`config.mk`:
```
export PLATFORM = sky130hd
export DESIGN_NAME = volume_control_object
export DESIGN_NICKNAME = d
export VERILOG_FILES = /design/src/rtl/volume_control_object.sv
export SDC_FILE = /design/constraint.sdc
export NUM_CORES = 1
export LEC_CHECK = 0
export CELL_PAD_IN_SITES_DETAIL_PLACEMENT = 1
export CELL_PAD_IN_SITES_GLOBAL_PLACEMENT = 1
export CORE_MARGIN = 5
export CORE_UTILIZATION = 34
export DETAILED_ROUTE_END_ITERATION = 16
export HOLD_SLACK_MARGIN = 0.06
export PLACE_DENSITY_LB_ADDON = 0.1
export SLEW_MARGIN = 20
export SYNTH_ARGS = -nofsm -noshare
export SYNTH_HDL_FRONTEND = slang
export SYNTH_SLANG_ARGS = --single-unit
```
`constraint.sdc`:
```
create_clock -name clk -period 2.35 [get_ports clk]
set_clock_uncertainty 0.1 [all_clocks]
set_input_delay 0.47 -clock clk [delete_from_list [all_inputs] [get_ports clk]]
set_output_delay 0.47 -clock clk [all_outputs]
set_load 0.05 [all_outputs]
```
`src/rtl/volume_control_object.sv`:
```
// Volume control object: debounced-free key handling with 2-FF synchronisers,
// saturating volume level, frame-synchronous display shadow, title rectangle
// offsets (latency 1) and segmented volume bar (latency 2).
// Optional macro VOLUME_AUTOREPEAT_EN enables frame-based key auto-repeat.
module volume_control_object #(
  parameter logic [10:0] TOP_LEFT_X  = 11'd256,
  parameter logic [10:0] TOP_LEFT_Y  = 11'd16,
  parameter logic [7:0]  BAR_COLOR   = 8'h1C,
  parameter logic [3:0]  LEVEL_RESET = 4'd8
) (
  input  logic        clk,
  input  logic        resetN,
  input  logic [10:0] pixelX,
  input  logic [10:0] pixelY,
  input  logic        startOfFrame,
  input  logic        volUpKey,
  input  logic        volDownKey,
  output logic [10:0] titleOffsetX,
  output logic [10:0] titleOffsetY,
  output logic        titleInside,
  output logic        barDrawingRequest,
  output logic [7:0]  barRGB,
  output logic [3:0]  volumeLevel
);

  // 12-bit bounds so that edges near the top of the 11-bit range cannot wrap
  localparam logic [11:0] X_END  = {1'b0, TOP_LEFT_X} + 12'd128;
  localparam logic [11:0] Y_END  = {1'b0, TOP_LEFT_Y} + 12'd16;
  localparam logic [11:0] BAR_Y0 = {1'b0, TOP_LEFT_Y} + 12'd20;
  localparam logic [11:0] BAR_Y1 = {1'b0, TOP_LEFT_Y} + 12'd28;

  // bit 0 = up key, bit 1 = down key
  logic [1:0] sync0, sync1, prev, armed, settle;
  logic [1:0] press_evt, rep_evt, key_evt;
  logic [3:0] displayLevel;

  // Key synchronisers and edge detectors. A key is armed only after it has been
  // seen released once the synchroniser holds valid data, so a key held across
  // reset release produces no event until it is released and pressed again.
  always_ff @(posedge clk or negedge resetN) begin
    if (!resetN) begin
      sync0  <= '0;
      sync1  <= '0;
      prev   <= '0;
      armed  <= '0;
      settle <= '0;
    end else begin
      sync0  <= {volDownKey, volUpKey};
      sync1  <= sync0;
      prev   <= sync1;
      settle <= {settle[0], 1'b1};
      armed  <= armed | ({2{settle[1]}} & ~sync1);
    end
  end

  assign press_evt = sync1 & ~prev & armed;

`ifdef VOLUME_AUTOREPEAT_EN
  logic [1:0]      held;
  logic [1:0]      rep_phase;
  logic [1:0][4:0] rep_cnt;

  assign held = sync1 & prev & armed;

  // Repeat event on the 30th frame pulse of a hold, then on every 8th
  always_comb begin
    rep_evt = '0;
    for (int unsigned k = 0; k < 2; k++)
      rep_evt[k] = startOfFrame && held[k] &&
                   (rep_cnt[k] == (rep_phase[k] ? 5'd7 : 5'd29));
  end

  // Per-key frame counters, cleared whenever the key is not held
  always_ff @(posedge clk or negedge resetN) begin
    if (!resetN) begin
      rep_cnt   <= '0;
      rep_phase <= '0;
    end else begin
      for (int unsigned k = 0; k < 2; k++) begin
        if (!held[k]) begin
          rep_cnt[k]   <= '0;
          rep_phase[k] <= 1'b0;
        end else if (startOfFrame) begin
          if (rep_evt[k]) begin
            rep_cnt[k]   <= '0;
            rep_phase[k] <= 1'b1;
          end else begin
            rep_cnt[k] <= rep_cnt[k] + 5'd1;
          end
        end
      end
    end
  end
`else
  assign rep_evt = '0;
`endif

  assign key_evt = press_evt | rep_evt;

  // Saturating volume level; simultaneous up/down events cancel
  always_ff @(posedge clk or negedge resetN) begin
    if (!resetN) begin
      volumeLevel <= LEVEL_RESET;
    end else if (key_evt[0] && !key_evt[1] && volumeLevel != 4'd15) begin
      volumeLevel <= volumeLevel + 4'd1;
    end else if (key_evt[1] && !key_evt[0] && volumeLevel != 4'd0) begin
      volumeLevel <= volumeLevel - 4'd1;
    end
  end

  // Display shadow updated only at frame start to avoid bar tearing
  always_ff @(posedge clk or negedge resetN) begin
    if (!resetN)           displayLevel <= LEVEL_RESET;
    else if (startOfFrame) displayLevel <= volumeLevel;
  end

  logic [10:0] x_rel, y_rel;
  logic        in_x, in_title, in_bar, lit;

  // Region decode and bar segment lighting
  always_comb begin
    x_rel    = pixelX - TOP_LEFT_X;
    y_rel    = pixelY - TOP_LEFT_Y;
    in_x     = (pixelX >= TOP_LEFT_X) && ({1'b0, pixelX} < X_END);
    in_title = in_x && (pixelY >= TOP_LEFT_Y) && ({1'b0, pixelY} < Y_END);
    in_bar   = in_x && ({1'b0, pixelY} >= BAR_Y0) && ({1'b0, pixelY} < BAR_Y1);
    lit      = in_bar && (x_rel[6:3] < displayLevel) && (x_rel[2:0] != 3'd7);
  end

  logic lit_q;

  // Title outputs (latency 1) and bar pipeline (latency 2)
  always_ff @(posedge clk or negedge resetN) begin
    if (!resetN) begin
      titleInside       <= 1'b0;
      titleOffsetX      <= '0;
      titleOffsetY      <= '0;
      lit_q             <= 1'b0;
      barDrawingRequest <= 1'b0;
      barRGB            <= 8'h00;
    end else begin
      titleInside       <= in_title;
      titleOffsetX      <= in_title ? x_rel : '0;
      titleOffsetY      <= in_title ? y_rel : '0;
      lit_q             <= lit;
      barDrawingRequest <= lit_q;
      barRGB            <= lit_q ? BAR_COLOR : 8'h00;
    end
  end

endmodule

```
==> results of run 1 <==
-- cell families (layout without fill, tap and decap cells) --
kind of cell | after synthesis | after routing
simple gates | 44 | 44
flops | 43 | 43
buf+inv | 21 | 84
compound gates | 15 | 15
fa+ha+maj | 10 | 10
xor+xnor | 7 | 7
mux | 4 | 4
other cells | 2 | 8
-- layout by cell type (no fill, tap or decap), drive strengths merged, types with 3 or more instances in the layout --
master         instances
a21o                   5
a31oi                  3
and2                  10
buf                   10
clkbuf                 6
clkdlybuf4s50         55
conb                   8
dfrtp                 41
ha                     9
inv                   11
mux2                   3
nand2                  8
nor2                  14
o21ai                  3
or4                    3
xor2                   5
-- layout make-up --
cell class              instances  area (um^2)  area share (%)
flip-flops and latches         43         1080            41.8
clock buffers                   6         72.6            2.81
repair buffers                 65          636            24.6
clock inverters                 2         60.1            2.33
multi-input cells              88          604            23.4
well taps                      70         87.6            3.39
inverters                      11         41.3            1.60
-- per-layer routing --
layer,part of all wire (%),GRT usage (%),vias to the layer above
li1,-,-,596
met1,42,15.7,609
met2,50,22.2,47
met3,6.5,3.69,6
met4,1.8,5.15,0
met5,0,0,-
-- final timing paths --
path	start	endpoint	depth (start not counted)
min in group clk	settle[0]	settle[1]	0
setup / recovery	volumeLevel[0]	volumeLevel[0]	1
setup reg to reg	volumeLevel[3]	volumeLevel[3]	7
hold / removal	resetN	titleOffsetX[7]	2
hold reg to reg	settle[0]	settle[1]	0
max in group asynchronous	resetN	volumeLevel[3]	2
-- state kept, by name, indices dropped and copies added, names as in the netlist --
name          cells
sync0             2
armed             2
titleInside       1
titleOffsetX     11
barRGB            1
prev              2
displayLevel      4
settle            2
volumeLevel       4
sync1             2
lit_q             1
titleOffsetY     11
-- power groups by stage --
stage	combinational, mW	sequential, mW	clock, mW
after floorplan	0.229	1.04	0
after global placement	0.536	0.918	0
after detailed placement	0.553	0.929	0
after CTS	0.556	0.914	0.680
after global routing	0.596	0.931	0.721
final	0.545	0.911	0.657
-- per-stage QoR --
stage / power (mW) / setup slack (ps) / instances / utilization [%]
6_report: 2.11 / 131 / 285 / 50.5
5_1_grt: 2.25 / 48.7 / 285 / 50.5
3_5_place_dp: 1.48 / -75.5 / 277 / 47.9
2_1_floorplan: 1.27 / 113 / 152 / -
4_1_cts: 2.15 / 107 / 285 / 50.5
3_3_place_gp: 1.45 / 42.0 / 277 / 47.9
==> results.cfg, run 1 <==
[floorplan]
io_pins = 63
die_area_um2 = 6780
initial_core_util_pct = 34.8
core_um2 = 5110
rows = 26
die_w_um = 82.3
die_h_um = 82.3

[synth]
netlist_area_um2 = 1780
synth_cell_types = 32
synth_top_family_by_area = simple AND/OR/NAND/NOR gates
synth_common_cells = dfrtp_1, nor2_1, and2_1, inv_1, ha_1
synth_edf_count = 0
synth.area.top_cells = dfrtp_1, ha_1, and2_1, buf_4, dfstp_2
synthMuxAreaShare_pct = 2.46
synthSimpleGateAreaFrac_pct = 13.4
syn_inst = 146
synth_xor_area_share_pct = 3.45
seq_area_frac_synth_pct = 60.7
yosysTopAreaCell = dfrtp_1
ys_warn_count = 0
yosysMostFrequentCell = dfrtp_1
yosys.area.top_type_share_pct = 57.7
postSynthAreaPerCell_um2 = 12.2
synth_fa_ha_area_share_pct = 7.46
synth-async-reset-ratio_pct = 100
ys_seq_elements = 43
synth_compound_area_share_pct = 5.56
synthFlopType = dfrtp_1

[setup_path]
cp.arrival_ps = 1650
crit_fanout = 7
crit_type = reg2out
crit_path_max_incr_delay_ps = 860
cp-start-kind = flip-flop
crit_buf_inv = 1
worstPathCellList = clkdlybuf4s50_1
r2r_setup_slack_ps = 320
cp_top_family = buffers and inverters
critical_path.slowest_cell = clkdlybuf4s50_1
worstPathRequired_ps = 1780
worstSetupEndpointType = output pin

[placed_design]
hpwl_um = 3070
io_buffers = 57
place.gp.congestion = 0.733
dpl-instance-area_um2 = 2450

[pwr]
peakVddDrop_mv = 0.349
p_int_mw = 1.49
seqPwrFrac_pct = 43.1
switching_power_mw = 0.627
pwr_density_cell_nw_per_um2 = 819
p_clk_share_pct = 31.1
p_sw_share_pct = 29.7
pwr-share-comb_pct = 25.8
leakagePower_nw = 1.20

[drt]
totalWireLength_um = 3940
vias_per_cell = 4.41
drtAntennaViolNets = 0
drcViolationCount = 0
vias = 1258
firstDrtPassIters = 3
wl_per_cell_um = 13.8
drt_iter0_markers = 16

[timing]
setup_viol = 0
worst_slew_pin_slew_ps = 531
finalCritPeriodShare_pct = 94.4
maxSlewHeadroom_pct = 64.6
finalMaxSlewViolations = 0
fin_crit_ps = 2220
fmax_mhz = 451
rsz0062_at_grt = false
hold_viol = 0
holdWs_ps = 144
tns_ps = 0

[status]
status = finished clean

[layout]
syn_to_final_growth_pct = 45.1
fin_nets = 251
n_fill_cell = 559
final_area_um2 = 2580
antenna_cells = 0
drive_gt1_share_pct = 11.6

[clock_network]
clk_latency_ps = 280
cts.path.max_buffers = 2
cts_hold_buf = 0
cts.htree.levels = 2
cts_root_buffer = clkbuf_8
numCtsBuffers = 5
cts_tree = done
clock_sinks = 43
cts_setup_buffers = 0
cts_resized = 0
path_clk_slew_ps = 80

[grt]
grt_start_max_net_pins = 44
grtUsageTotal_pct = 13.1
grt_pass1_vias = 1434
grt-ovfl-total = 0
grt_pass1_wl_um = 6760
antenna_found_initial = 0

[job]
maxCapViolCount = 0

[worst_hold_path]
min_path_type = in2async
Note: power is estimated with default switching activity, not from simulation.
==> run 2: changes to the inputs <==
TNS_END_PERCENT = 50   (was unset)
==> results of run 2 <==
No change in the layout: final DEF, timing and power equal those of run 1.
==> run 3: changes to the inputs <==
ABC_AREA = 1   (was unset)
==> results.cfg, run 3 <==
[synth]
synth-async-reset-ratio_pct = 100
synth_common_cells = dfrtp_1, nand2_1, inv_1
yosysMostFrequentCell = dfrtp_1
yosys.area.top_type_share_pct = 51.5
postSynthAreaPerCell_um2 = 9.49
synth_cell_types = 22
synth_edf_count = 0
ys_warn_count = 0
syn_inst = 210
synth.area.top_cells = dfrtp_1, nand2_1, inv_1, nor2_2, ha_1
netlist_area_um2 = 1990
yosysTopAreaCell = dfrtp_1
ys_seq_elements = 43
synthFlopType = dfrtp_1
seq_area_frac_synth_pct = 54.1

[layout]
layout_common_cells = clkdlybuf4s50_1, dfrtp_1, nand2_1
drive_gt1_share_pct = 14.5
fin_util_pct = 48.6
fin_nets = 311
final_common_cell = clkdlybuf4s50_1
antenna_cells = 0
n_fill_cell = 673
top_regs = titleOffsetX: 11 flops, titleOffsetY: 11 flops
syn_to_final_growth_pct = 36.8

[clock_network]
cts_setup_buffers = 0
cts_resized = 0
clock_sinks = 43
cts_hold_buf = 0
path_clk_slew_ps = 80
cts_root_buffer = clkbuf_8
numCtsBuffers = 5
cts.path.max_buffers = 2
cts_tree = done
cts.htree.levels = 2
clk_latency_ps = 290

[job]
maxCapViolCount = 0

[drt]
firstDrtPassIters = 4
drt_iter0_markers = 42
totalWireLength_um = 4340
drcViolationCount = 0
vias = 1473
vias_per_cell = 4.24
drtAntennaViolNets = 0
wl_per_cell_um = 12.5

[placed_design]
place.gp.congestion = 0.739
io_buffers = 57
hpwl_um = 3470

[setup_path]
worst-path-stages = 1
worstPathRequired_ps = 1780
worstRegToRegCells = 12
crit_fanout = 7
cp.arrival_ps = 1660
crit_path_max_incr_delay_ps = 860
worstPathCellList = clkdlybuf4s50_1
crit_type = reg2out
cp_top_family = buffers and inverters
crit_buf_inv = 1
worstSetupEndpointType = output pin
cp-start-kind = flip-flop
critical_path.slowest_cell = clkdlybuf4s50_1

[floorplan]
initial_core_util_pct = 35.5
core_um2 = 5610
die_h_um = 86.6
die_w_um = 86.6
io_pins = 63
die_area_um2 = 7490
rows = 27

[grt]
grt_start_max_net_pins = 28
grtUsageTotal_pct = 12.1
grt_pass1_wl_um = 7020
grt-ovfl-total = 0
grt_pass1_vias = 1521
antenna_found_initial = 0

[timing]
finalMaxSlewViolations = 0
finalCritPeriodShare_pct = 94.8
hold_viol = 0
tns_ps = 0
maxSlewHeadroom_pct = 60.0
fin_crit_ps = 2230
worst_slew_pin_slew_ps = 601
rsz0062_at_grt = false
setup_viol = 0
fmax_mhz = 449

[pwr]
leakagePower_nw = 1.33
pwr_density_cell_nw_per_um2 = 733
peakVddDrop_mv = 0.419

[worst_hold_path]
min_path_type = in2async

[status]
status = finished clean
[run 3: cell types whose count changed after synthesis, sizes merged, moves of 5 or more]
| cell | previous run | this run |
|---|---|---|
| inv | 11 | 32 |
| nand2 | 8 | 38 |
| and2 | 10 | 0 |
| nor2 | 14 | 42 |
| a21o | 5 | 0 |
| nand3 | 0 | 16 |
[run 3: cells by family after synthesis]
kind of cell             count (synthesis)  share of synthesized area, %
XOR/XNOR                                 7                          3.08
other                                    2                         0.377
buffers and inverters                   42                          10.2
AO/OA/AOI/OAI                            9                          2.70
AND/OR/NAND/NOR                         97                          22.9
adder cells (fa/ha/maj)                 10                          6.65
flip-flops                              43                          54.1
[run 3: final timing paths]
kind / slack [ps] / startpoint / endpoint
worst max-delay path: 120 / volumeLevel[1] / volumeLevel[1]
worst min-delay path: 80 / resetN / volumeLevel[1]
worst max register to register: 340 / volumeLevel[1] / volumeLevel[3]
worst min register to register: 250 / settle[0] / settle[1]
max in group asynchronous: 1500 / resetN / titleOffsetX[2]
min in group clk: 250 / settle[0] / settle[1]
[run 3: power by group]
| group | switching (mW) | internal [mW] | leakage (nW) |
|---|---|---|---|
| sequential | 0.0825 | 0.819 | 0.550 |
| combinational | 0.374 | 0.228 | 0.735 |
| clock | 0.256 | 0.240 | 0.0474 |
[run 3: per-layer routing]
metal	wire length [um]	track usage [%]
met1	1890	15.0
met4	53	4.25
met2	2110	20.2
met3	286	3.42
met5	0	0
[run 3: stage by stage]
step	power (mW)	setup slack [ps]	cells	hold slack, ps	area, um^2
2_1_floorplan	1.31	314	216	74.4	2020
3_3_place_gp	1.51	232	339	232	2630
3_5_place_dp	1.53	195	339	237	2630
4_1_cts	2.03	98.6	347	94.1	2730
5_1_grt	2.14	40.2	347	125	2730
6_report	2.00	122	347	75.5	2730
[run 3: area by class of cell]
class / count / area (um^2) / share of cell area (%)
Clock buffer: 6 / 82.6 / 3.03
Clock inverter: 2 / 16.3 / 0.596
Inverter: 32 / 120 / 4.40
Multi-Input combinational cell: 131 / 734 / 26.9
Sequential cell: 43 / 1080 / 39.5
Tap cell: 72 / 90.1 / 3.30
Timing Repair Buffer: 61 / 606 / 22.2
